<file path="config.mk">
export PLATFORM = sky130hd
export DESIGN_NAME = sram22_512x32_arb
export DESIGN_NICKNAME = d
export VERILOG_FILES = /design/src/rtl/sram22_512x32_arb.sv
export SDC_FILE = /design/constraint.sdc
export NUM_CORES = 1
export LEC_CHECK = 0
export ABC_AREA = 1
export CAP_MARGIN = 10
export CORE_ASPECT_RATIO = 0.7
export CORE_MARGIN = 8
export CORE_UTILIZATION = 38
export CTS_CLUSTER_DIAMETER = 80
export DETAILED_ROUTE_END_ITERATION = 8
export HOLD_SLACK_MARGIN = 0.12
export PLACE_DENSITY = 0.82
export SYNTH_ARGS = -nofsm -noshare
export SYNTH_HDL_FRONTEND = slang
export SYNTH_SLANG_ARGS = --single-unit
export TNS_END_PERCENT = 5
</file>
<file path="constraint.sdc">
create_clock -name clk -period 2.3 [get_ports clk]
set_clock_uncertainty 0.2 [all_clocks]
set_input_delay 0.46 -clock clk [delete_from_list [all_inputs] [get_ports clk]]
set_output_delay 0.46 -clock clk [all_outputs]
set_load 0.05 [all_outputs]
</file>
<file path="src/rtl/sram22_512x32_arb.sv">
// Two-requester front-end for the 512x32 SRAM22 macro: zero-fills the array after reset,
// then shares the single macro port between requesters A and B with round-robin arbitration.
module sram22_512x32_arb #(
    parameter int DATA_WIDTH = 32,
    parameter int ADDR_WIDTH = 9,
    parameter int RAM_DEPTH  = 1 << ADDR_WIDTH
) (
    input  logic                  clk,
    input  logic                  rst_n,

    input  logic                  a_req_valid,
    output logic                  a_req_ready,
    input  logic                  a_req_we,
    input  logic [ADDR_WIDTH-1:0] a_req_addr,
    input  logic [DATA_WIDTH-1:0] a_req_din,
    output logic                  a_rsp_valid,
    input  logic                  a_rsp_ready,
    output logic [DATA_WIDTH-1:0] a_rsp_data,

    input  logic                  b_req_valid,
    output logic                  b_req_ready,
    input  logic                  b_req_we,
    input  logic [ADDR_WIDTH-1:0] b_req_addr,
    input  logic [DATA_WIDTH-1:0] b_req_din,
    output logic                  b_rsp_valid,
    input  logic                  b_rsp_ready,
    output logic [DATA_WIDTH-1:0] b_rsp_data,

    output logic                  mem_we,
    output logic                  mem_wmask,
    output logic [ADDR_WIDTH-1:0] mem_addr,
    output logic [DATA_WIDTH-1:0] mem_din,
    input  logic [DATA_WIDTH-1:0] mem_dout,

    output logic                  init_done
);

    typedef enum logic {
        ST_INIT,
        ST_RUN
    } state_t;

    localparam logic [ADDR_WIDTH-1:0] LAST_ADDR = ADDR_WIDTH'(RAM_DEPTH - 1);

    state_t                  state_q, state_d;
    logic [ADDR_WIDTH-1:0]   cnt_q, cnt_d;
    logic                    ptr_q, ptr_d;
    logic                    init_done_q, init_done_d;
    logic                    a_rd_q, a_rd_d;
    logic                    b_rd_q, b_rd_d;
    logic                    a_rsp_valid_q, a_rsp_valid_d;
    logic                    b_rsp_valid_q, b_rsp_valid_d;
    logic [DATA_WIDTH-1:0]   a_rsp_data_q, a_rsp_data_d;
    logic [DATA_WIDTH-1:0]   b_rsp_data_q, b_rsp_data_d;

    logic run;
    logic a_elig, b_elig;
    logic grant_a, grant_b;

    // A read waits out its own previous read and needs a free (or draining) response slot.
    always_comb begin
        run     = (state_q == ST_RUN);
        a_elig  = run && a_req_valid &&
                  (a_req_we || (!a_rd_q && (!a_rsp_valid_q || a_rsp_ready)));
        b_elig  = run && b_req_valid &&
                  (b_req_we || (!b_rd_q && (!b_rsp_valid_q || b_rsp_ready)));
        grant_a = a_elig && (!b_elig || !ptr_q);
        grant_b = b_elig && !grant_a;
    end

    always_comb begin
        mem_we   = 1'b0;
        mem_addr = '0;
        mem_din  = '0;
        if (!run) begin
            mem_we   = 1'b1;
            mem_addr = cnt_q;
        end else if (grant_a) begin
            mem_we   = a_req_we;
            mem_addr = a_req_addr;
            mem_din  = a_req_din;
        end else if (grant_b) begin
            mem_we   = b_req_we;
            mem_addr = b_req_addr;
            mem_din  = b_req_din;
        end
    end

    always_comb begin
        state_d     = state_q;
        cnt_d       = cnt_q;
        init_done_d = init_done_q;
        ptr_d       = ptr_q;
        if (state_q == ST_INIT) begin
            cnt_d = cnt_q + 1'b1;
            if (cnt_q == LAST_ADDR) begin
                state_d     = ST_RUN;
                init_done_d = 1'b1;
            end
        end
        if (grant_a) begin
            ptr_d = 1'b1;
        end else if (grant_b) begin
            ptr_d = 1'b0;
        end
    end

    // The macro presents read data one edge after sampling; a capture beats a same-edge consume.
    always_comb begin
        a_rd_d        = grant_a && !a_req_we;
        b_rd_d        = grant_b && !b_req_we;
        a_rsp_valid_d = a_rsp_valid_q;
        a_rsp_data_d  = a_rsp_data_q;
        b_rsp_valid_d = b_rsp_valid_q;
        b_rsp_data_d  = b_rsp_data_q;
        if (a_rd_q) begin
            a_rsp_valid_d = 1'b1;
            a_rsp_data_d  = mem_dout;
        end else if (a_rsp_ready) begin
            a_rsp_valid_d = 1'b0;
        end
        if (b_rd_q) begin
            b_rsp_valid_d = 1'b1;
            b_rsp_data_d  = mem_dout;
        end else if (b_rsp_ready) begin
            b_rsp_valid_d = 1'b0;
        end
    end

    always_ff @(posedge clk or negedge rst_n) begin
        if (!rst_n) begin
            state_q       <= ST_INIT;
            cnt_q         <= '0;
            ptr_q         <= 1'b0;
            init_done_q   <= 1'b0;
            a_rd_q        <= 1'b0;
            b_rd_q        <= 1'b0;
            a_rsp_valid_q <= 1'b0;
            b_rsp_valid_q <= 1'b0;
            a_rsp_data_q  <= '0;
            b_rsp_data_q  <= '0;
        end else begin
            state_q       <= state_d;
            cnt_q         <= cnt_d;
            ptr_q         <= ptr_d;
            init_done_q   <= init_done_d;
            a_rd_q        <= a_rd_d;
            b_rd_q        <= b_rd_d;
            a_rsp_valid_q <= a_rsp_valid_d;
            b_rsp_valid_q <= b_rsp_valid_d;
            a_rsp_data_q  <= a_rsp_data_d;
            b_rsp_data_q  <= b_rsp_data_d;
        end
    end

    assign a_req_ready = grant_a;
    assign b_req_ready = grant_b;
    assign a_rsp_valid = a_rsp_valid_q;
    assign b_rsp_valid = b_rsp_valid_q;
    assign a_rsp_data  = a_rsp_data_q;
    assign b_rsp_data  = b_rsp_data_q;
    assign mem_wmask   = 1'b1;
    assign init_done   = init_done_q;

endmodule

</file>
Yosys cells after proc, flatten, opt, wreduce, memory -nomap -nowiden:

Cells that the tools add are included.

* add/sub/neg operators: 1
* equality and inequality tests: 1
* multiplexer cells: 17
* bitwise gates (word level): 1
* reductions and logical operators: 28

Operators by type and width (number)
* $mux 32: 3
* $mux 9: 3
* $mux 1: 11
* $logic_and 1x1->1: 10
* $add 9x1->9 const B: 1
* $eq 9x9->1 const B: 1
* $logic_not 1->1: 9
* $reduce_bool 2->1: 3
* $logic_or 1x1->1: 5
* $reduce_and 2->1: 1
* $not 1->1: 1

* register bits after elaboration: 80
* input bits: 122

Depth between registers and ports, before layout:

Gate-level depths: netlist of run 1.

* word-level depth: 13
* gate-level depth with buffers: 10

Worst setup path before layout of run 1:

OpenSTA, ideal clock, no wires.

* path type: register -> output
* from: register b_rsp_valid_q (netlist: b_rsp_valid)
* to: output port b_req_ready
* arrival time: 1.914 ns
* slack: -0.274 ns
* cell stages (with the launch flop): 9
* cells stage by stage: dfrtp_1 -> nand2_1 -> nand2_2 -> nand2_1 -> nand3_2 -> nand2_4 -> inv_4 -> buf_6 -> nor2_1

* longest elaborated chain between the ends: 10

RTL lines
* start: declaration: line 52 `logic b_rsp_valid_q, b_rsp_valid_d;`
* start signal: assignment: line 150 `b_rsp_valid_q <= b_rsp_valid_d;`
* $logic_not 1->1: line 66 `(b_req_we || (!b_rd_q && (!b_rsp_valid_q || b_rsp_ready)));`
* $logic_or 1x1->1: line 66
* $logic_and 1x1->1: line 66
* $logic_or 1x1->1: line 66
* $logic_and 1x1->1: line 65 `b_elig = run && b_req_valid &&`
* $logic_not 1->1: line 67 `grant_a = a_elig && (!b_elig || !ptr_q);`
* $logic_or 1x1->1: line 67
* $logic_and 1x1->1: line 67
* net a_req_ready: line 12 `output logic a_req_ready,`
* $logic_not 1->1: line 68 `grant_b = b_elig && !grant_a;`
* $logic_and 1x1->1: line 68
* end: declaration: line 21 `output logic b_req_ready,`

The timed path passes the listed nets, and every way through them passes these cells.

Worst setup path after layout of run 1:

* from: register b_rsp_valid_q (netlist: b_rsp_valid)
* to: output port mem_din[2]

* longest elaborated chain between the ends: 13

RTL lines
* $logic_not 1->1 (*): line 66
* $logic_or 1x1->1 (*): line 66
* $logic_and 1x1->1 (*): line 66
* $logic_or 1x1->1 (*): line 66
* $logic_and 1x1->1 (*): line 65
* $logic_not 1->1: line 67
* $logic_or 1x1->1: line 67
* $logic_and 1x1->1: line 67
* $logic_not 1->1: line 68
* $logic_and 1x1->1: line 68
* $mux 32: line 82 `end else if (grant_b) begin`
* $mux 32 (*): line 78 `end else if (grant_a) begin`
* $mux 32 (*): line 75 `if (!run) begin`
* end: declaration: line 32 `output logic [DATA_WIDTH-1:0] mem_din,`

Mark *: on every way between the ends. The rest lies on a longest branch, timed or not.

==> summary.md, run 1 <==
| Metric | Value |
|---|---|
| Status | `complete, but fails checks` |
| Failing checks | `setup timing` |
| Slew HR | `0.638` |
| Antenna violations before repair | `0` |
| Drt wl/cell | `18.5 um` |
| Slack of the critical path | `-0.139 ns` |
| Syn avg cell area | `7.65 sq um` |
| WP data arrival | `1.78 ns` |
| Total of max-cap violations | `0` |
| Crit. End Element | `primary output` |
| Clock Latency Late Sink | `0.33 ns` |
| Sink Count | `80` |
| Register bit total from synthesis | `80` |
| Crit path required time | `1.64 ns` |
| Initial core utilization | `0.393` |
| Ports | `234` |
| Layout cells sized above 1 | `0.179` |
| Root buffer cell | `clkbuf_16` |
| Clock transition at path regs | `0.06 ns` |
| Global-route track usage on met2 | `0.395` |
| Seq. cell area | `2000 sq um` |
| Die area | `13,600 sq um` |
| GPL Wtd Cong | `0.856` |
| Die Height | `100 um` |
| F_max | `410 MHz` |
| Tcrit/Tclk final | `1.06` |
| Power density cells | `449 nW/um^2` |
| TritonCTS clock tree | `done` |
| Core Region | `9760 sq um` |
| CTS buffer count | `9` |
| Syn. warnings | `0` |
| Power, Total | `0.00321 W` |
| Grt total ovfl | `0` |
| Vias | `4,349` |
| Overall die width | `136 um` |
| Area of the multi-input gates | `1690 sq um` |
| Post-Synthesis Cells | `501` |
| Filler Cell Count | `692` |
| Vias in the first global route | `4,547` |
| Lkg Pwr | `3.37 nW` |
| Maximum clock path buffer count | `2` |
| DRT iter0 DRCs | `255` |
| First-pass DRT Iterations | `5` |
| DR vias/cell | `4.95` |
| Final setup vio count | `43` |
| RSZ-0062 raised after global routing | `true` |
| Final design utilization | `0.732` |
| Placed inst area | `6350 sq um` |
| Max H-tree Level | `3` |
| DRC Markers | `0` |
| Hpwl dp | `12.0 mm` |
| Port bufs | `232` |
| Met1 Usage GRT | `0.291` |
| Worst min path class | `register to register` |
| Post-Layout Cell Count | `879` |
| Final nets | `869` |
| Worst slew pin tran | `0.542 ns` |
| Final ANT Viol Nets | `0` |
| Max VDD drop | `0.000343 V` |
| # rows | `30` |
| Synth unique cells | `26` |
| Largest net degree at the start of global routing | `34` |
| CP Launch Type | `register` |
| Final-report hold violation count | `0` |
| Routing usage on met3 | `0.0544` |
| Peak fanout along the critical path | `9` |
| Finished layout cell area | `7140 sq um` |
| Area growth syn-to-layout | `86.4%` |
| Total routed wirelength | `16.2 mm` |
| Final Critical Period | `2.44 ns` |
| Max Slew Vio Count | `0` |
| Gr usage total | `0.235` |
| Post-synthesis sequential area ratio | `0.522` |
| CP Class | `register to primary output` |
| Syn Nets | `625` |
| Post-synth design cell area | `3830 sq um` |
| Setup TNS | `-3.51 ns` |
| Dpl cells | `851` |
| Most Crowded Layer GR | `met2` |
| First-pass GRT wire length | `25.2 mm` |
cell usage after synthesis:
library cell | count | area [sq um]
a21o_1 | 1 | 7.51
a21oi_2 | 1 | 8.76
a21oi_4 | 1 | 16.3
buf_2 | 8 | 40.0
buf_4 | 5 | 37.5
buf_6 | 4 | 45.0
clkbuf_1 | 13 | 48.8
clkinv_1 | 1 | 3.75
clkinv_2 | 1 | 5.00
conb_1 | 1 | 3.75
dfrtp_1 | 80 | 2000
ha_1 | 2 | 25.0
inv_1 | 12 | 45.0
inv_4 | 2 | 12.5
nand2_1 | 287 | 1080
nand2_2 | 2 | 12.5
nand2_4 | 1 | 11.3
nand3_1 | 62 | 310
nand3_2 | 1 | 10.0
nand4_1 | 2 | 12.5
nor2_1 | 4 | 15.0
nor3_1 | 1 | 5.00
nor3_2 | 1 | 10.0
or2_2 | 1 | 6.26
xnor2_1 | 1 | 8.76
xor2_1 | 6 | 52.6
logic make-up (layout without fill, tap and decap cells):
logic type / Yosys count / count (layout) / synth area share
other cells: 1 / 2 / 0.000978
buf+inv: 46 / 295 / 0.0620
xor+xnor: 7 / 7 / 0.0160
simple gates: 362 / 362 / 0.384
flops: 80 / 80 / 0.522
compound gates: 3 / 3 / 0.00849
fa+ha+maj: 2 / 2 / 0.00653
cell usage in the layout, fill, tap and decap left out, drive strengths merged:
master           n
xnor2            1
nand2          290
xor2             6
dfrtp           80
inv             15
nor3             2
bufbuf           2
nand4            2
or2              1
clkinv           6
conb             1
diode            1
nor2             4
buf             77
a21o             1
ha               2
dlygate4sd2      5
nand3           63
a21oi            2
bufinv           2
dlygate4sd3      1
clkbuf           9
clkdlybuf4s15    1
clkdlybuf4s50  177
critical path: stages, from the launching register on:
cell and delay [ns]:
dfrtp_2 0.40, nand2_2 0.08, nand2_4 0.06, nand2_2 0.06, nand3_2 0.09, nand2_4 0.13
bufbuf_16 0.28, nand3_1 0.09, nand2_1 0.10, buf_6 0.16
through the flow:
stage	hold WS (ns)	setup WS [ns]
global placement	0.177	-0.325
detailed placement	0.181	-0.344
CTS	0.270	-0.147
global route	0.295	-0.229
finish	0.266	-0.139
floorplan	-0.0356	-0.0658
worst paths after layout:
check	start	endpoint	slack, ns	cells past startpoint
setup / recovery	b_rsp_valid$_DFFE_PN0P_	mem_din[2]	-0.14	9
hold / removal	init_done$_DFFE_PN0P_	init_done$_DFFE_PN0P_	0.27	1
setup reg to reg	cnt_q[0]$_DFFE_PN0N_	cnt_q[8]$_DFFE_PN0N_	0.54	8
hold reg to reg	init_done$_DFFE_PN0P_	init_done$_DFFE_PN0P_	0.27	1
max in group asynchronous	rst_n	a_rsp_data[2]$_DFFE_PN0P_	0.91	3
min in group asynchronous	rst_n	b_rsp_data[27]$_DFFE_PN0P_	0.37	2
report_power, final:
part           internal (W)              switching, W
clock              0.000961                  0.000572
sequential          0.00141  0.0000000000000000000923
combinational      0.000184                 0.0000817
total               0.00255                  0.000654
final cells by class:
class                   count  share of cell area
clock buffers               9              0.0315
clock inverters             7              0.0145
diodes                      1            0.000350
well taps                 128              0.0224
inverters                  16             0.00946
flip-flops and latches     80               0.281
repair buffers            263               0.405
multi-input cells         375               0.236
sequential cells by signal, summed over array words and instances (netlist names):
name,cells
b_rsp_data,32
cnt_q,9
a_rd_q,1
b_rd_q,1
init_done,1
a_rsp_valid,1
a_rsp_data,32
b_rsp_valid,1
ptr_q,1
run,1
timing repair:
action                                 CTS  global route
buffers inserted                         4             1
hold buffers                             1             0
setup endpoints to repair               44            44
endpoints found under the hold margin   23             0
cloned                                   5             0
pin swaps                                8             5
gates resized for setup                 73             8
layer usage:
| metal | vias up | share of wire | wire length (um) |
|---|---|---|---|
| met4 | 0 | 0.028 | 449 |
| li1 | 2044 | - | - |
| met1 | 2083 | 0.39 | 6290 |
| met2 | 194 | 0.51 | 8240 |
| met5 | - | 0 | 0 |
| met3 | 28 | 0.078 | 1270 |
Note: power is estimated with default switching activity, not from simulation.
==> run 2, diff against run 1 <==
Settings changed: CORE_ASPECT_RATIO 0.7 to 0.6, CTS_BUF_LIST set to sky130_fd_sc_hd__clkbuf_16.
==> run 2 against run 1 <==
Net effect:
- the flow still finishes with violations (setup timing)
- register-to-register slack got worse by 0.02 ns
- die area grew 0.40%
- non-clock buffer count increased by 12
- cell count increased by 2.2%
- hold slack improved by 0.0038 ns
- critical path depth is the same
- sequential cell count unchanged
- highest routed layer unchanged
==> summary.md, run 2 (synthesis gave the netlist of run 1 again) <==
| Metric | Value |
|---|---|
| DRC Markers | `0` |
| Finished layout cell area | `7490 sq um` |
| CP Class | `register to primary output` |
| DR vias/cell | `4.86` |
| TritonCTS clock tree | `done` |
| Clock Latency Late Sink | `0.32 ns` |
| # rows | `28` |
| Slack of the critical path | `-0.257 ns` |
| CP bufs+invs | `4` |
| CP Launch Type | `register` |
| Worst min path class | `register to register` |
| Vias in the first global route | `4,440` |
| Final ANT Viol Nets | `0` |
| Clock transition at path regs | `0.06 ns` |
| Filler Cell Count | `663` |
| Hpwl dp | `12.2 mm` |
| Setup TNS | `-8.31 ns` |
| Final-report hold violation count | `0` |
| DRT iter0 DRCs | `302` |
| Worst path top cell family by delay | `buffers and inverters` |
| Grt total ovfl | `0` |
| Tcrit/Tclk final | `1.11` |
| Critical path cell sequence | `buf_4 > nand2_2 > a21oi_4 > nand2_8 > buf_4 > buf_16 > nand3_1 > nand2_1 > buf_6` |
| CP max stage cell | `dfrtp_2` |
| Final design utilization | `0.761` |
| Die area | `13,700 sq um` |
| Placed inst area | `6370 sq um` |
| Power density cells | `435 nW/um^2` |
| Final nets | `881` |
| CTS buffer count | `9` |
| Final Critical Period | `2.56 ns` |
| Crit path required time | `1.64 ns` |
| Worst slew pin tran | `0.533 ns` |
| Overall die width | `146 um` |
| Status | `complete, but fails checks` |
| Antenna violations before repair | `0` |
| Total routed wirelength | `17.4 mm` |
| GPL Wtd Cong | `1.01` |
| CP max stage delay | `0.41 ns` |
| Drt wl/cell | `19.4 um` |
| Die Height | `93.8 um` |
| Sink Count | `80` |
| Total of max-cap violations | `0` |
| Largest net degree at the start of global routing | `33` |
| Vias | `4,363` |
| Lkg Pwr | `3.49 nW` |
| Peak fanout along the critical path | `7` |
| Max H-tree Level | `3` |
| Ports | `234` |
| Gr usage total | `0.233` |
| First-pass GRT wire length | `25.2 mm` |
| WP data arrival | `1.90 ns` |
| Post-Layout Cell Count | `898` |
| Layout cells sized above 1 | `0.241` |
| Root buffer cell | `clkbuf_16` |
| Dpl cells | `860` |
| Area growth syn-to-layout | `95.6%` |
| Port bufs | `232` |
| Commonest non-fill, non-tap cell in the layout | `nand2_1` |
| Core Region | `9840 sq um` |
| Initial core utilization | `0.389` |
| Max VDD drop | `0.000347 V` |
| Failing checks | `setup timing` |
| F_max | `391 MHz` |
| Pre-CTS setup slack | `-0.361 ns` |
| Top cell by count, worst path | `buf_4` |
| Slew HR | `0.644` |
| Crit. End Element | `primary output` |
| RSZ-0062 raised after global routing | `true` |
| Most frequent cells in the layout | `nand2_1, clkdlybuf4s50_1, dfrtp_1, nand3_1, nand2_2` |
| Max Slew Vio Count | `0` |
| First-pass DRT Iterations | `4` |
| Maximum clock path buffer count | `2` |
| Final setup vio count | `43` |
[run 2: path summary, 6_finish.rpt]
kind	end	cells past startpoint	startpoint	slack, ns
setup / recovery	mem_din[13]	9	run$_DFF_PN0_	-0.26
hold / removal	a_rsp_data[2]$_DFFE_PN0P_	2	a_rsp_data[2]$_DFFE_PN0P_	0.27
setup reg to reg	cnt_q[8]$_DFFE_PN0N_	8	cnt_q[0]$_DFFE_PN0N_	0.52
hold reg to reg	a_rsp_data[2]$_DFFE_PN0P_	2	a_rsp_data[2]$_DFFE_PN0P_	0.27
max in group asynchronous	a_rsp_data[29]$_DFFE_PN0P_	3	rst_n	0.88
min in group asynchronous	a_rsp_data[13]$_DFFE_PN0P_	2	rst_n	0.42
[run 2: layout make-up]
class                           instances  area, sq um  area share
Timing Repair Buffer                  275         3060       0.408
Clock inverter                          7          111      0.0149
Antenna cell                            1         2.50    0.000334
Tap cell                              135          169      0.0225
Sequential cell                        80         2000       0.267
Inverter                               16         77.6      0.0104
Clock buffer                            9          225      0.0301
Multi-Input combinational cell        375         1850       0.247
[run 2: worst register-to-register path, delay by kind of cell (launching register included)]
| kind | cells | cell delay [ns] |
|---|---|---|
| flip-flops | 1 | 0.42 |
| AND/OR/NAND/NOR | 6 | 0.60 |
| adder cells (fa/ha/maj) | 2 | 0.46 |
[run 2: metal layers]
layer	up-vias	wire [um]	GRT usage
li1	2065	-	-
met3	28	1180	0.0640
met1	2082	7030	0.289
met2	188	8730	0.396
met4	0	460	0.0655
met5	-	0	0
[run 2: where the power goes]
group	switching [W]	total, W	leakage (nW)	internal [W]
logic	0.0000870	0.000273	2.56	0.000186
registers	0.000000000000000000118	0.00141	0.766	0.00141
clock network	0.000532	0.00158	0.167	0.00105
total	0.000619	0.00326	3.49	0.00264
[run 2: stage by stage]
step,power [W],hold slack [ns]
4_1_cts,0.00329,0.276
3_5_place_dp,0.00169,0.226
2_1_floorplan,0.00144,-0.0356
6_report,0.00326,0.270
3_3_place_gp,0.00169,0.216
5_1_grt,0.00338,0.294
[run 2: repair_timing]
action,in CTS,in global routing
setup buffers,5,10
setup endpoints to repair,44,44
hold buffers,1,0
endpoints found under the hold margin,29,0
pin swaps,6,30
cloned,6,1
resized for setup,61,79
==> run 3, diff against run 2 <==
Settings changed: CORE_MARGIN 8 to 3.
==> run 3 against run 2 <==
Net effect:
- the flow still finishes with violations (setup timing)
- via count decreased by 2.3%
- cell count decreased by 1.9%
- power decreased by 8.1%
- hold slack about the same
- sequential share of layout area increased by 0.92 points
- die area decreased by 17%
- combinational power decreased by 1%
- sequential power about the same
- largest power group is now sequential cells
- highest routed layer unchanged
- register-to-register slack improved by 0.04 ns
- critical path depth unchanged
- global-route usage increased by 0.41 points
- utilization increased by 0.16 points
==> summary.md, run 3 (synthesis gave the netlist of run 1 again) <==
| Metric | Value |
|---|---|
| DR vias/cell | `4.84` |
| Peak fanout along the critical path | `7` |
| Dpl cells | `853` |
| Max H-tree Level | `3` |
| CP Launch Type | `register` |
| First-pass DRT Iterations | `5` |
| Max Slew Vio Count | `0` |
| Root buffer cell | `clkbuf_16` |
| Slack of the critical path | `-0.199 ns` |
| Layout cells sized above 1 | `0.209` |
| Largest net degree at the start of global routing | `41` |
| Antenna violations before repair | `0` |
| Lkg Pwr | `3.35 nW` |
| Area growth syn-to-layout | `89.0%` |
| Core Region | `9490 sq um` |
| Status | `complete, but fails checks` |
| DRT iter0 DRCs | `274` |
| Die area | `11,400 sq um` |
| Maximum clock path buffer count | `2` |
| Clock Latency Late Sink | `0.33 ns` |
| Final nets | `870` |
| N_diodes | `0` |
| Failing checks | `setup timing` |
| Vias in the first global route | `4,235` |
| Min Hold Slack | `0.271 ns` |
| Grt total ovfl | `0` |
| CTS buffer count | `9` |
| # rows | `27` |
| Max VDD drop | `0.000391 V` |
| Die Height | `83.8 um` |
| Port bufs | `232` |
| Worst slew pin tran | `0.549 ns` |
| RSZ-0062 raised after global routing | `true` |
| Total of max-cap violations | `0` |
| TritonCTS clock tree | `done` |
| Ports | `234` |
| CP Class | `register to primary output` |
| Final setup vio count | `44` |
| Hpwl dp | `9.90 mm` |
| GPL Wtd Cong | `0.896` |
| F_max | `400 MHz` |
| Crit. End Element | `primary output` |
| Initial core utilization | `0.404` |
| Tcrit/Tclk final | `1.09` |
| DRC Markers | `0` |
| Pre-CTS setup slack | `-0.365 ns` |
| Overall die width | `136 um` |
| Vias | `4,264` |
| Sink Count | `80` |
| Total routed wirelength | `14.3 mm` |
| Drt wl/cell | `16.2 um` |
| WP data arrival | `1.84 ns` |
| Final Critical Period | `2.50 ns` |
| Slew HR | `0.633` |
| Crit path required time | `1.64 ns` |
| Worst min path class | `register to register` |
| Clock transition at path regs | `0.06 ns` |
| First-pass GRT wire length | `21.7 mm` |
| Final-report hold violation count | `0` |
| Power density cells | `414 nW/um^2` |
| Final ANT Viol Nets | `0` |
| Filler Cell Count | `602` |
| Most frequent cells in the layout | `nand2_1, clkdlybuf4s50_1, dfrtp_1, nand3_1` |
| Commonest non-fill, non-tap cell in the layout | `nand2_1` |
| Post-Layout Cell Count | `881` |
| Gr usage total | `0.237` |
==> run 3: where the power goes <==
part / internal, W / total [W] / switching (W)
combinational: 0.000185 / 0.000269 / 0.0000834
clock: 0.000742 / 0.00132 / 0.000583
sequential: 0.00141 / 0.00141 / 0.000000000000000000146
==> run 3: critical path: stages (launching register included) <==
cell      delay [ns]
dfrtp_1         0.40
nand2_2         0.11
nand2_4         0.07
a21oi_4         0.24
nand2_8         0.14
clkinv_8        0.10
buf_12          0.13
nand2_2         0.08
nand2_2         0.10
buf_8           0.15
==> run 3: repair_timing <==
action | 4_1_cts | 5_1_grt
hold buffers | 1 | 0
hold endpoints to repair | 57 | 0
pin swaps | 23 | 16
resized for setup | 75 | 47
cloned | 2 | 3
setup endpoints to repair | 44 | 44
setup buffers | 4 | 3
==> run 3: through the flow <==
step                power, W  TNS [ns]   util  area, sq um
floorplan            0.00144    -0.395      -         3840
global placement     0.00169    -11.64  0.670         6360
detailed placement   0.00169    -13.90  0.670         6360
CTS                  0.00303     -4.17  0.739         7010
global route         0.00311    -10.36  0.763         7240
finish               0.00300     -7.00  0.763         7240
==> run 3: routing by layer <==
| metal | global-route usage | vias up | routed length (um) |
|---|---|---|---|
| li1 | - | 2049 | - |
| met1 | 0.321 | 1999 | 6060 |
| met2 | 0.379 | 193 | 6820 |
| met3 | 0.0657 | 23 | 1220 |
| met4 | 0.0558 | 0 | 221 |
| met5 | 0 | - | 0 |
==> run 3: final cells by class <==
class / instances / area (sq um) / area share
tap: 130 / 163 / 0.0225
sequential: 80 / 2000 / 0.277
inverter: 16 / 76.3 / 0.0105
multi-input combinational: 375 / 1830 / 0.252
clock buffer: 9 / 225 / 0.0311
timing repair buffer: 264 / 2890 / 0.399
clock inverter: 7 / 55.1 / 0.00760
==> run 3: final timing paths <==
| kind | from | end | slack (ns) | depth (start not counted) |
|---|---|---|---|---|
| setup / recovery | a_rsp_valid$_DFFE_PN0P_ | mem_din[20] | -0.20 | 9 |
| hold / removal | b_rsp_data[4]$_DFFE_PN0P_ | b_rsp_data[4]$_DFFE_PN0P_ | 0.27 | 2 |
| max in group asynchronous | rst_n | b_rsp_valid$_DFFE_PN0P_ | 0.94 | 3 |
| hold reg to reg | b_rsp_data[4]$_DFFE_PN0P_ | b_rsp_data[4]$_DFFE_PN0P_ | 0.27 | 2 |
| min in group asynchronous | rst_n | b_rsp_data[22]$_DFFE_PN0P_ | 0.35 | 2 |
| setup reg to reg | cnt_q[0]$_DFFE_PN0N_ | cnt_q[8]$_DFFE_PN0N_ | 0.56 | 8 |
